`config.mk`:
```
export PLATFORM = sky130hd
export DESIGN_NAME = regfile_writeback_flat
export DESIGN_NICKNAME = d
export VERILOG_FILES = /design/src/rtl/regfile_writeback_if.sv /design/src/rtl/regfile_writeback.sv /design/src/flat_wrapper.sv
export SDC_FILE = /design/constraint.sdc
export NUM_CORES = 1
export LEC_CHECK = 0
export ABC_AREA = 1
export BUFFER_PORTS_ARGS = -buffer_cell sky130_fd_sc_hd__buf_2
export CAP_MARGIN = 20
export CORE_ASPECT_RATIO = 1.2
export CORE_MARGIN = 10
export CORE_UTILIZATION = 52
export CTS_BUF_LIST = sky130_fd_sc_hd__clkbuf_2 sky130_fd_sc_hd__clkbuf_4 sky130_fd_sc_hd__clkbuf_8
export CTS_CLUSTER_SIZE = 12
export DETAILED_ROUTE_END_ITERATION = 16
export PLACE_DENSITY = 0.79
export SLEW_MARGIN = 10
export SYNTH_ARGS = -nofsm -noshare
export SYNTH_HDL_FRONTEND = slang
export SYNTH_SLANG_ARGS = --single-unit
export TNS_END_PERCENT = 1
```
`constraint.sdc`:
```
create_clock -name clk -period 8.5 [get_ports clk]
set_input_delay 1.275 -clock clk [delete_from_list [all_inputs] [get_ports clk]]
set_output_delay 1.275 -clock clk [all_outputs]
set_load 0.05 [all_outputs]
```
`src/rtl/regfile_writeback_if.sv`:
```
// Writeback bundle: ALU and load result channels in, regfile write port and
// hazard-visibility outputs out. The DUT sits on the slave side.
interface regfile_writeback_if #(
   parameter int DATA_W = 8,
   parameter int ADDR_W = 4,
   parameter int DEPTH  = 4
);
   localparam int CNT_W = $clog2(DEPTH) + 1;
   localparam int NREG  = 1 << ADDR_W;

   logic              alu_valid;
   logic              alu_ready;
   logic [ADDR_W-1:0] alu_addr;
   logic [DATA_W-1:0] alu_data;
   logic              ld_valid;
   logic              ld_ready;
   logic [ADDR_W-1:0] ld_addr;
   logic [DATA_W-1:0] ld_data;
   logic              rf_grant;
   logic              rf_w_en;
   logic [ADDR_W-1:0] rf_addr;
   logic [DATA_W-1:0] rf_din;
   logic [NREG-1:0]   pend_mask;
   logic [CNT_W-1:0]  q_count;

   modport master (
      output alu_valid, alu_addr, alu_data, ld_valid, ld_addr, ld_data, rf_grant,
      input  alu_ready, ld_ready, rf_w_en, rf_addr, rf_din, pend_mask, q_count
   );

   modport slave (
      input  alu_valid, alu_addr, alu_data, ld_valid, ld_addr, ld_data, rf_grant,
      output alu_ready, ld_ready, rf_w_en, rf_addr, rf_din, pend_mask, q_count
   );
endinterface

```
`src/rtl/regfile_writeback.sv`:
```
// Register-file writeback queue: merges ALU and load results into one
// in-order FIFO and drains it through the single regfile write port.
module regfile_writeback #(
   parameter int DATA_W = 8,
   parameter int ADDR_W = 4,
   parameter int DEPTH  = 4
)(
   input  logic               clk,
   input  logic               rst_n,
   regfile_writeback_if.slave bus
);
   localparam int PTR_W = $clog2(DEPTH);
   localparam int CNT_W = PTR_W + 1;
   localparam int NREG  = 1 << ADDR_W;

   typedef struct packed {
      logic [ADDR_W-1:0] addr;
      logic [DATA_W-1:0] data;
   } wb_ent_t;

   wb_ent_t          mem [DEPTH];
   logic [PTR_W-1:0] rd_ptr, wr_ptr, ld_slot;
   logic [CNT_W-1:0] count, free;
   logic             rr_ld;       // 1: load source wins the next contested slot
   logic             push_alu, push_ld, pop, contested;
   logic             alu_rdy, ld_rdy;
   logic [NREG-1:0]  pend;
   wb_ent_t          head;

   // free space comes from registered count only; a same-cycle pop never frees a slot
   assign free = CNT_W'(DEPTH) - count;

   // acceptance: both take a slot when two are free, otherwise round-robin for the last one
   always_comb begin
      alu_rdy   = 1'b0;
      ld_rdy    = 1'b0;
      contested = 1'b0;
      if (free >= CNT_W'(2)) begin
         alu_rdy = 1'b1;
         ld_rdy  = 1'b1;
      end else if (free == CNT_W'(1)) begin
         alu_rdy   = !bus.ld_valid  || !rr_ld;
         ld_rdy    = !bus.alu_valid ||  rr_ld;
         contested = bus.alu_valid && bus.ld_valid;
      end
   end

   assign bus.alu_ready = alu_rdy;
   assign bus.ld_ready  = ld_rdy;
   assign push_alu      = bus.alu_valid && alu_rdy;
   assign push_ld       = bus.ld_valid  && ld_rdy;
   // ALU entry goes first when both land in the same cycle
   assign ld_slot       = wr_ptr + PTR_W'(push_alu);

   assign pop          = (count != '0) && bus.rf_grant;
   assign head         = mem[rd_ptr];
   assign bus.rf_w_en  = pop;
   assign bus.rf_addr  = head.addr;
   assign bus.rf_din   = head.data;
   assign bus.q_count  = count;

   // queue bookkeeping and arbitration priority
   always_ff @(posedge clk or negedge rst_n) begin
      if (!rst_n) begin
         rd_ptr <= '0;
         wr_ptr <= '0;
         count  <= '0;
         rr_ld  <= 1'b0;
      end else begin
         wr_ptr <= wr_ptr + PTR_W'(push_alu) + PTR_W'(push_ld);
         if (pop)
            rd_ptr <= rd_ptr + PTR_W'(1);
         count <= count + CNT_W'(push_alu) + CNT_W'(push_ld) - CNT_W'(pop);
         if (contested)
            rr_ld <= !rr_ld;
      end
   end

   // entry storage; contents survive reset, validity is carried by count
   always_ff @(posedge clk) begin
      if (push_alu)
         mem[wr_ptr] <= '{addr: bus.alu_addr, data: bus.alu_data};
      if (push_ld)
         mem[ld_slot] <= '{addr: bus.ld_addr, data: bus.ld_data};
   end

   // pending-write mask: OR of one-hot destinations over the occupied slots
   always_comb begin
      pend = '0;
      for (int i = 0; i < DEPTH; i++) begin
         if (CNT_W'(i) < count)
            pend[mem[rd_ptr + PTR_W'(i)].addr] = 1'b1;
      end
   end

   assign bus.pend_mask = pend;
endmodule
```
`src/flat_wrapper.sv`:
```
// flat-port wrapper written by rule: the top's interface ports become plain ports
module regfile_writeback_flat 
#(
   parameter int DATA_W = 8,
   parameter int ADDR_W = 4,
   parameter int DEPTH  = 4
)
  (clk, rst_n, bus_alu_valid, bus_alu_addr, bus_alu_data, bus_ld_valid, bus_ld_addr, bus_ld_data, bus_rf_grant, bus_alu_ready, bus_ld_ready, bus_rf_w_en, bus_rf_addr, bus_rf_din, bus_pend_mask, bus_q_count);
  regfile_writeback_if #(.DATA_W(DATA_W), .ADDR_W(ADDR_W), .DEPTH(DEPTH)) bus_i ();
  input  logic clk;
  input  logic rst_n;
  input wire logic [$bits(bus_i.alu_valid)-1:0] bus_alu_valid;
  input wire logic [$bits(bus_i.alu_addr)-1:0] bus_alu_addr;
  input wire logic [$bits(bus_i.alu_data)-1:0] bus_alu_data;
  input wire logic [$bits(bus_i.ld_valid)-1:0] bus_ld_valid;
  input wire logic [$bits(bus_i.ld_addr)-1:0] bus_ld_addr;
  input wire logic [$bits(bus_i.ld_data)-1:0] bus_ld_data;
  input wire logic [$bits(bus_i.rf_grant)-1:0] bus_rf_grant;
  output wire logic [$bits(bus_i.alu_ready)-1:0] bus_alu_ready;
  output wire logic [$bits(bus_i.ld_ready)-1:0] bus_ld_ready;
  output wire logic [$bits(bus_i.rf_w_en)-1:0] bus_rf_w_en;
  output wire logic [$bits(bus_i.rf_addr)-1:0] bus_rf_addr;
  output wire logic [$bits(bus_i.rf_din)-1:0] bus_rf_din;
  output wire logic [$bits(bus_i.pend_mask)-1:0] bus_pend_mask;
  output wire logic [$bits(bus_i.q_count)-1:0] bus_q_count;
  assign bus_i.alu_valid = bus_alu_valid;
  assign bus_i.alu_addr = bus_alu_addr;
  assign bus_i.alu_data = bus_alu_data;
  assign bus_i.ld_valid = bus_ld_valid;
  assign bus_i.ld_addr = bus_ld_addr;
  assign bus_i.ld_data = bus_ld_data;
  assign bus_i.rf_grant = bus_rf_grant;
  assign bus_alu_ready = bus_i.alu_ready;
  assign bus_ld_ready = bus_i.ld_ready;
  assign bus_rf_w_en = bus_i.rf_w_en;
  assign bus_rf_addr = bus_i.rf_addr;
  assign bus_rf_din = bus_i.rf_din;
  assign bus_pend_mask = bus_i.pend_mask;
  assign bus_q_count = bus_i.q_count;
  regfile_writeback #(.DATA_W(DATA_W), .ADDR_W(ADDR_W), .DEPTH(DEPTH)) u_core (.clk(clk), .rst_n(rst_n), .bus(bus_i));
endmodule
```
Word level (Yosys, flattened, before mapping):

Memory sizes are Yosys's and may differ from the RTL's.
Cells that the tools add are included.

* latch bits: 0
* bits of input ports: 29
* RAM bits: 48
* register bits after elaboration: 8
* memories kept: 1
* bits in read-only memories: 0
* logic and storage cells: 67
* output and inout port bits: 34

* div/mod/pow operators: 0
* shift operators: 0
* bitwise gates (word level): 3
* muxes and demuxes: 22
* add/sub/neg operators: 9
* eq/ne operators: 1
* magnitude comparators: 13
* multipliers: 0
* reduce and logical (&&, ||, !) cells: 14

Memory list
* u_core.mem: depth 4, width 12, read ports 4, clocked after Yosys merged registers in 0, write ports 2, line regfile_writeback.sv:21 `wb_ent_t mem [DEPTH];`

Operators by type and width (count)
* 16-bit 2-to-1 mux: 4
* 16-bit OR: 3
* 4-bit by 5-bit < comparator with 1-bit output (second input constant): 4
* 1-bit demux with 4-bit select: 4
* 4-bit by 1-bit greater-or-equal comparator with 1-bit output (second input constant): 4
* 1-bit 2-to-1 mux: 14
* 1-bit logical AND: 8
* 3-bit by 1-bit adder with 3-bit output: 2
* 1-bit by 3-bit < comparator with 1-bit output (first input constant): 2
* 2-bit by 3-bit < comparator with 1-bit output (first input constant): 2
* 2-bit by 1-bit adder with 2-bit output: 2
* 2-bit adder (second input constant): 2
* 3-bit by 1-bit equality test with 1-bit output (second input constant): 1
* 3-bit by 2-bit greater-or-equal comparator with 1-bit output (second input constant): 1
* 1-bit zero test: 3
* 3-bit nonzero test: 1
* 3-bit by 1-bit subtractor with 3-bit output: 1
* 3-bit subtractor (first input constant): 1
* 2-bit by 1-bit adder with 2-bit output (second input constant): 1
* 1-bit logical OR: 2

Logic depth before layout (Yosys ltp):

An unclocked memory read counts as a cell.

* depth after elaboration: 12
* mapped depth: 14
* depth with buffers taken out: 13

Least setup slack after synthesis:

OpenSTA, ideal clock, no wires.

* path type: register to register
* start point: reg u_core.count[0], in the netlist u_core.bus.q_count[0]
* end point: mem u_core.mem[3][0] (netlist name), enable pin
* buffers on the path: 1
* slack: 5031 ps
* library setup time: 416 ps
* cell stages (with the launch flop): 12
* data arrival time: 3053 ps
* data required time: 8084 ps
* clock period less this slack: 3469 ps
* cells stage by stage: dfrtp_1 -> inv_1 -> ha_1 -> ha_1 -> nor3b_4 -> a21oi_1 -> ha_1 -> xnor2_2 -> inv_1 -> nand3_2 -> buf_6 -> o21ai_0

RTL lines
* start: declaration: line regfile_writeback.sv:23 `logic [CNT_W-1:0] count, free;`
* start signal: assignment: line regfile_writeback.sv:73 `count <= count + CNT_W'(push_alu) + CNT_W'(push_ld) - CNT_W'(pop);`
* end: declaration: line regfile_writeback.sv:21

Worst setup path after layout:

* start point: reg u_core.rd_ptr[0]
* end point: out bus_pend_mask[11]

* longest elaborated chain between the ends: 12
* elaborated cells on any way between the ends: 31
* classes of those cells: 3 x add/sub; 8 x order compare; 12 x mux; 3 x bitwise; 4 x reduce/logical; 1 x memory

Ends and longest elaborated chain
* start: declaration: line regfile_writeback.sv:22 `logic [PTR_W-1:0] rd_ptr, wr_ptr, ld_slot;`
* start signal: assignment: line regfile_writeback.sv:72 `rd_ptr <= rd_ptr + PTR_W'(1);`
* 2-bit by 1-bit adder with 2-bit output / memory read 4 x 12 bit (equally long branches)
* memory read 4 x 12 bit (*)
* 4-bit by 5-bit < comparator with 1-bit output (not written as such), or another cell as far along: line regfile_writeback.sv:92 `pend[mem[rd_ptr + PTR_W'(i)].addr] = 1'b1;`
* 1-bit logical AND (not written as such) / 1-bit 2-to-1 mux (equally long branches): line regfile_writeback.sv:92
* 1-bit 2-to-1 mux (not written as such) / 1-bit demux with 4-bit select (equally long branches)
* 1-bit demux with 4-bit select / 16-bit 2-to-1 mux (equally long branches)
* 16-bit OR (no line)
* 16-bit 2-to-1 mux: line regfile_writeback.sv:91 `if (CNT_W'(i) < count)`
* 16-bit OR (no line)
* 16-bit 2-to-1 mux: line regfile_writeback.sv:91
* 16-bit OR (no line)
* 16-bit 2-to-1 mux (*): line regfile_writeback.sv:91
* end: declaration: line flat_wrapper.sv:24 `output wire logic [$bits(bus_i.pend_mask)-1:0] bus_pend_mask;`

Every way passes the cells marked *; elsewhere a longest branch is shown, timed or not.

==> reports/qor.csv <==
stage,metric,value,unit
grt,gr ovfl total,0,
synthesis,Yosys reg bits,56,
grt,initial antenna violation count,0,
setup_path,CP Cell Sequence,"buf_4, inv_6, nand2_2, nand2_2, nand2_1, nand2_1, nand3_1, nor2_1, nor2_1, nand2_1, buf_2",
routing,Via density,5.30,
sta,Worst Max-Slew Pin Slew,0.507,ns
synthesis,Yosys warning total,0,
sta,clock skew,0.00705,ns
job,Max Cap Viol,0,
floorplanning,row count,36,
sta,max_slew headroom,66.2,%
sta,"Slew Viols, Final",0,
status,outcome,"finished, final reports clean",
floorplanning,CORE AREA,8060,µm²
cts,post-cts resize count,0,
floorplanning,die area,12200,µm²
setup_path,Crit. End Element,output pin,
final_layout,antenna cell count,0,
grt,first-pass GRT wire length,17.1,mm
cts,CTS tree,done,
sta,final setup vio count,0,
setup_path,Worst Path Buf+Inv,3,
sta,RSZ-0062 raised after global routing,false,
routing,Avg WL per Cell,14.0,µm
cts,Post-CTS Setup Inserts,0,
setup_path,Crit path top cell by count,nand2_1,
floorplanning,# IOs,63,
final_layout,share of layout cells above drive strength 1,16.8,%
grt,largest net degree at the start of global routing,37,
sta,Tmin final,3.71,ns
grt,GRT Total Usage,17.1,%
floorplanning,die width,103,µm
setup_path,CP max stage delay,0.37,ns
cts,CTS max path bufs,2,
synthesis,Mapped Area,4250,µm²
synthesis,sequential area share after synthesis,38.6,%
placed_design,GPL Wtd Cong,0.958,
setup_path,CP arrival,2.43,ns
final_layout,nets,693,
placed_design,Buffers on Ports,62,
worst_hold_path,Hold Crit Class,reg -> reg,
synthesis,Post-Syn Instances,600,
setup_path,slowest CP cell,dfrtp_1,
final_layout,"commonest non-fill, non-tap cell in the layout",nand2_1,
final_layout,Syn-to-layout area delta,9.56,%
cts,TritonCTS buffer count,5,
setup_path,CP startpoint,u_core.rd_ptr[0]$_DFFE_PN0P_,
setup_path,worst r2r src,u_core.bus.q_count[0]$_DFF_PN0_,
placed_design,dpl hpwl,8.27,mm
routing,DRT Pass-1 Iters,7,
routing,DRC Markers,0,
cts,Clock Pin Slew Worst Setup and Hold Paths,0.10,ns
cts,root buffer cell,clkbuf_8,
routing,Routed WL,10.5,mm
routing,DRT iter0 DRCs,173,
worst_hold_path,HP Start,u_core.rr_ld$_DFFE_PN0P_,
sta,Hold Fails Final Rpt,0,
synthesis,average size of a mapped cell,7.09,µm²
setup_path,Setup crit start kind,register,
cts,TritonCTS Sinks,56,
synthesis,count of cell types in the netlist,29,
synthesis,synthesized net count,640,
routing,antenna-violating nets left,0,
floorplanning,Starting Density,52.7,%
routing,vias,3972,
sta,Post-Route Setup TNS,0,ns
cts,hold buffers post-CTS,0,
final_layout,most frequent cells in the layout,"nand2_1, nor2_1, nand3_1",
setup_path,worst setup path class,reg -> out,
sta,fin crit share,43.6,%
cts,CTS H-Tree Depth,2,
setup_path,Crit path max-delay family,simple AND/OR/NAND/NOR gates,
setup_path,worst-path fanout max,36,
sta,Max Freq,0.270,GHz
grt,vias in the first global route,3759,
cts,Worst-Skew Late Latency,0.31,ns
setup_path,critical path required time,7.22,ns
floorplanning,floorplan die height,119,µm
==> kinds of logic after synthesis <==
group	Yosys count	synth area share [%]
AOI/OAI and AO/OA	68	9.51
adders and majority gates	11	3.59
DFF	56	38.6
buffers and inverters	71	8.83
xor gates and xnor gates	5	1.21
and+or+nand+nor	389	38.3
==> synth_stat cells, drive strengths merged <==
cell type,count,area (µm²)
edfxtp,48,1440
nand2,220,858
nand4,1,6.26
dfrtp,8,200
nor2,98,368
xnor2,4,42.6
fa,2,40.0
clkinv,1,3.75
ha,9,113
nand3,69,375
nor3b,1,18.8
a21oi,3,15.0
o21ai,56,310
inv,48,188
a21boi,1,18.8
a22oi,8,60.1
xor2,1,8.76
buf,22,184
==> state kept, by name, summed over array words and instances, names as in the netlist <==
name / flops
u_core.bus.q_count: 3
u_core.rr_ld: 1
u_core.mem: 48
u_core.wr_ptr: 2
u_core.rd_ptr: 2
==> cell type report <==
type / instances / area, µm²
Timing Repair Buffer: 68 / 355
Fill cell: 750 / 3400
Multi-Input combinational cell: 473 / 2230
Tap cell: 95 / 119
Clock inverter: 3 / 47.5
Inverter: 49 / 191
Clock buffer: 5 / 68.8
Sequential cell: 56 / 1640
==> metrics by stage <==
stage / setup WS (ns) / hold slack (ns) / cell area, µm² / cells / util (%)
2_1_floorplan: 5.03 / 0.488 / 4250 / 600 / -
3_3_place_gp: 5.06 / 0.509 / 4540 / 741 / 56.3
3_5_place_dp: 5.02 / 0.519 / 4540 / 741 / 56.3
4_1_cts: 4.80 / 0.534 / 4660 / 749 / 57.8
5_1_grt: 4.59 / 0.563 / 4660 / 749 / 57.8
6_report: 4.79 / 0.533 / 4660 / 749 / 57.8
==> path summary, 6_finish.rpt <==
kind                                                end  depth (start not counted)  slack [ns]
setup / recovery                      bus_pend_mask[11]                         11        4.79
hold / removal                 u_core.rr_ld$_DFFE_PN0P_                          1        0.53
setup reg to reg             u_core.mem[0][8]$_DFFE_PP_                         10        5.18
hold reg to reg                u_core.rr_ld$_DFFE_PN0P_                          1        0.53
max in group asynchronous  u_core.rd_ptr[1]$_DFFE_PN0P_                          1        7.54
min in group asynchronous      u_core.rr_ld$_DFFE_PN0P_                          1        0.79
==> worst register-to-register path, stage by stage (launching register included) <==
cell	delay, ns
dfrtp_1	0.45
inv_1	0.12
ha_1	0.21
ha_1	0.29
nor3b_4	0.31
a21oi_1	0.18
ha_1	0.25
xnor2_2	0.29
nand3_2	0.45
o21ai_0	0.22
buf_4	0.26
==> routing by layer <==
| metal | wire length [µm] | part of all wire [%] | track usage, % | up-vias |
|---|---|---|---|---|
| li1 | - | - | - | 2048 |
| met1 | 4100 | 39 | 18.8 | 1745 |
| met2 | 5350 | 51 | 31.0 | 151 |
| met3 | 731 | 7.0 | 3.70 | 28 |
| met4 | 317 | 3.0 | 6.54 | 0 |
| met5 | 0 | 0 | 0 | - |
Power is left out: the tool's default activity adds up to more than one toggle a clock period on the data nets, which glitch-free logic cannot reach.
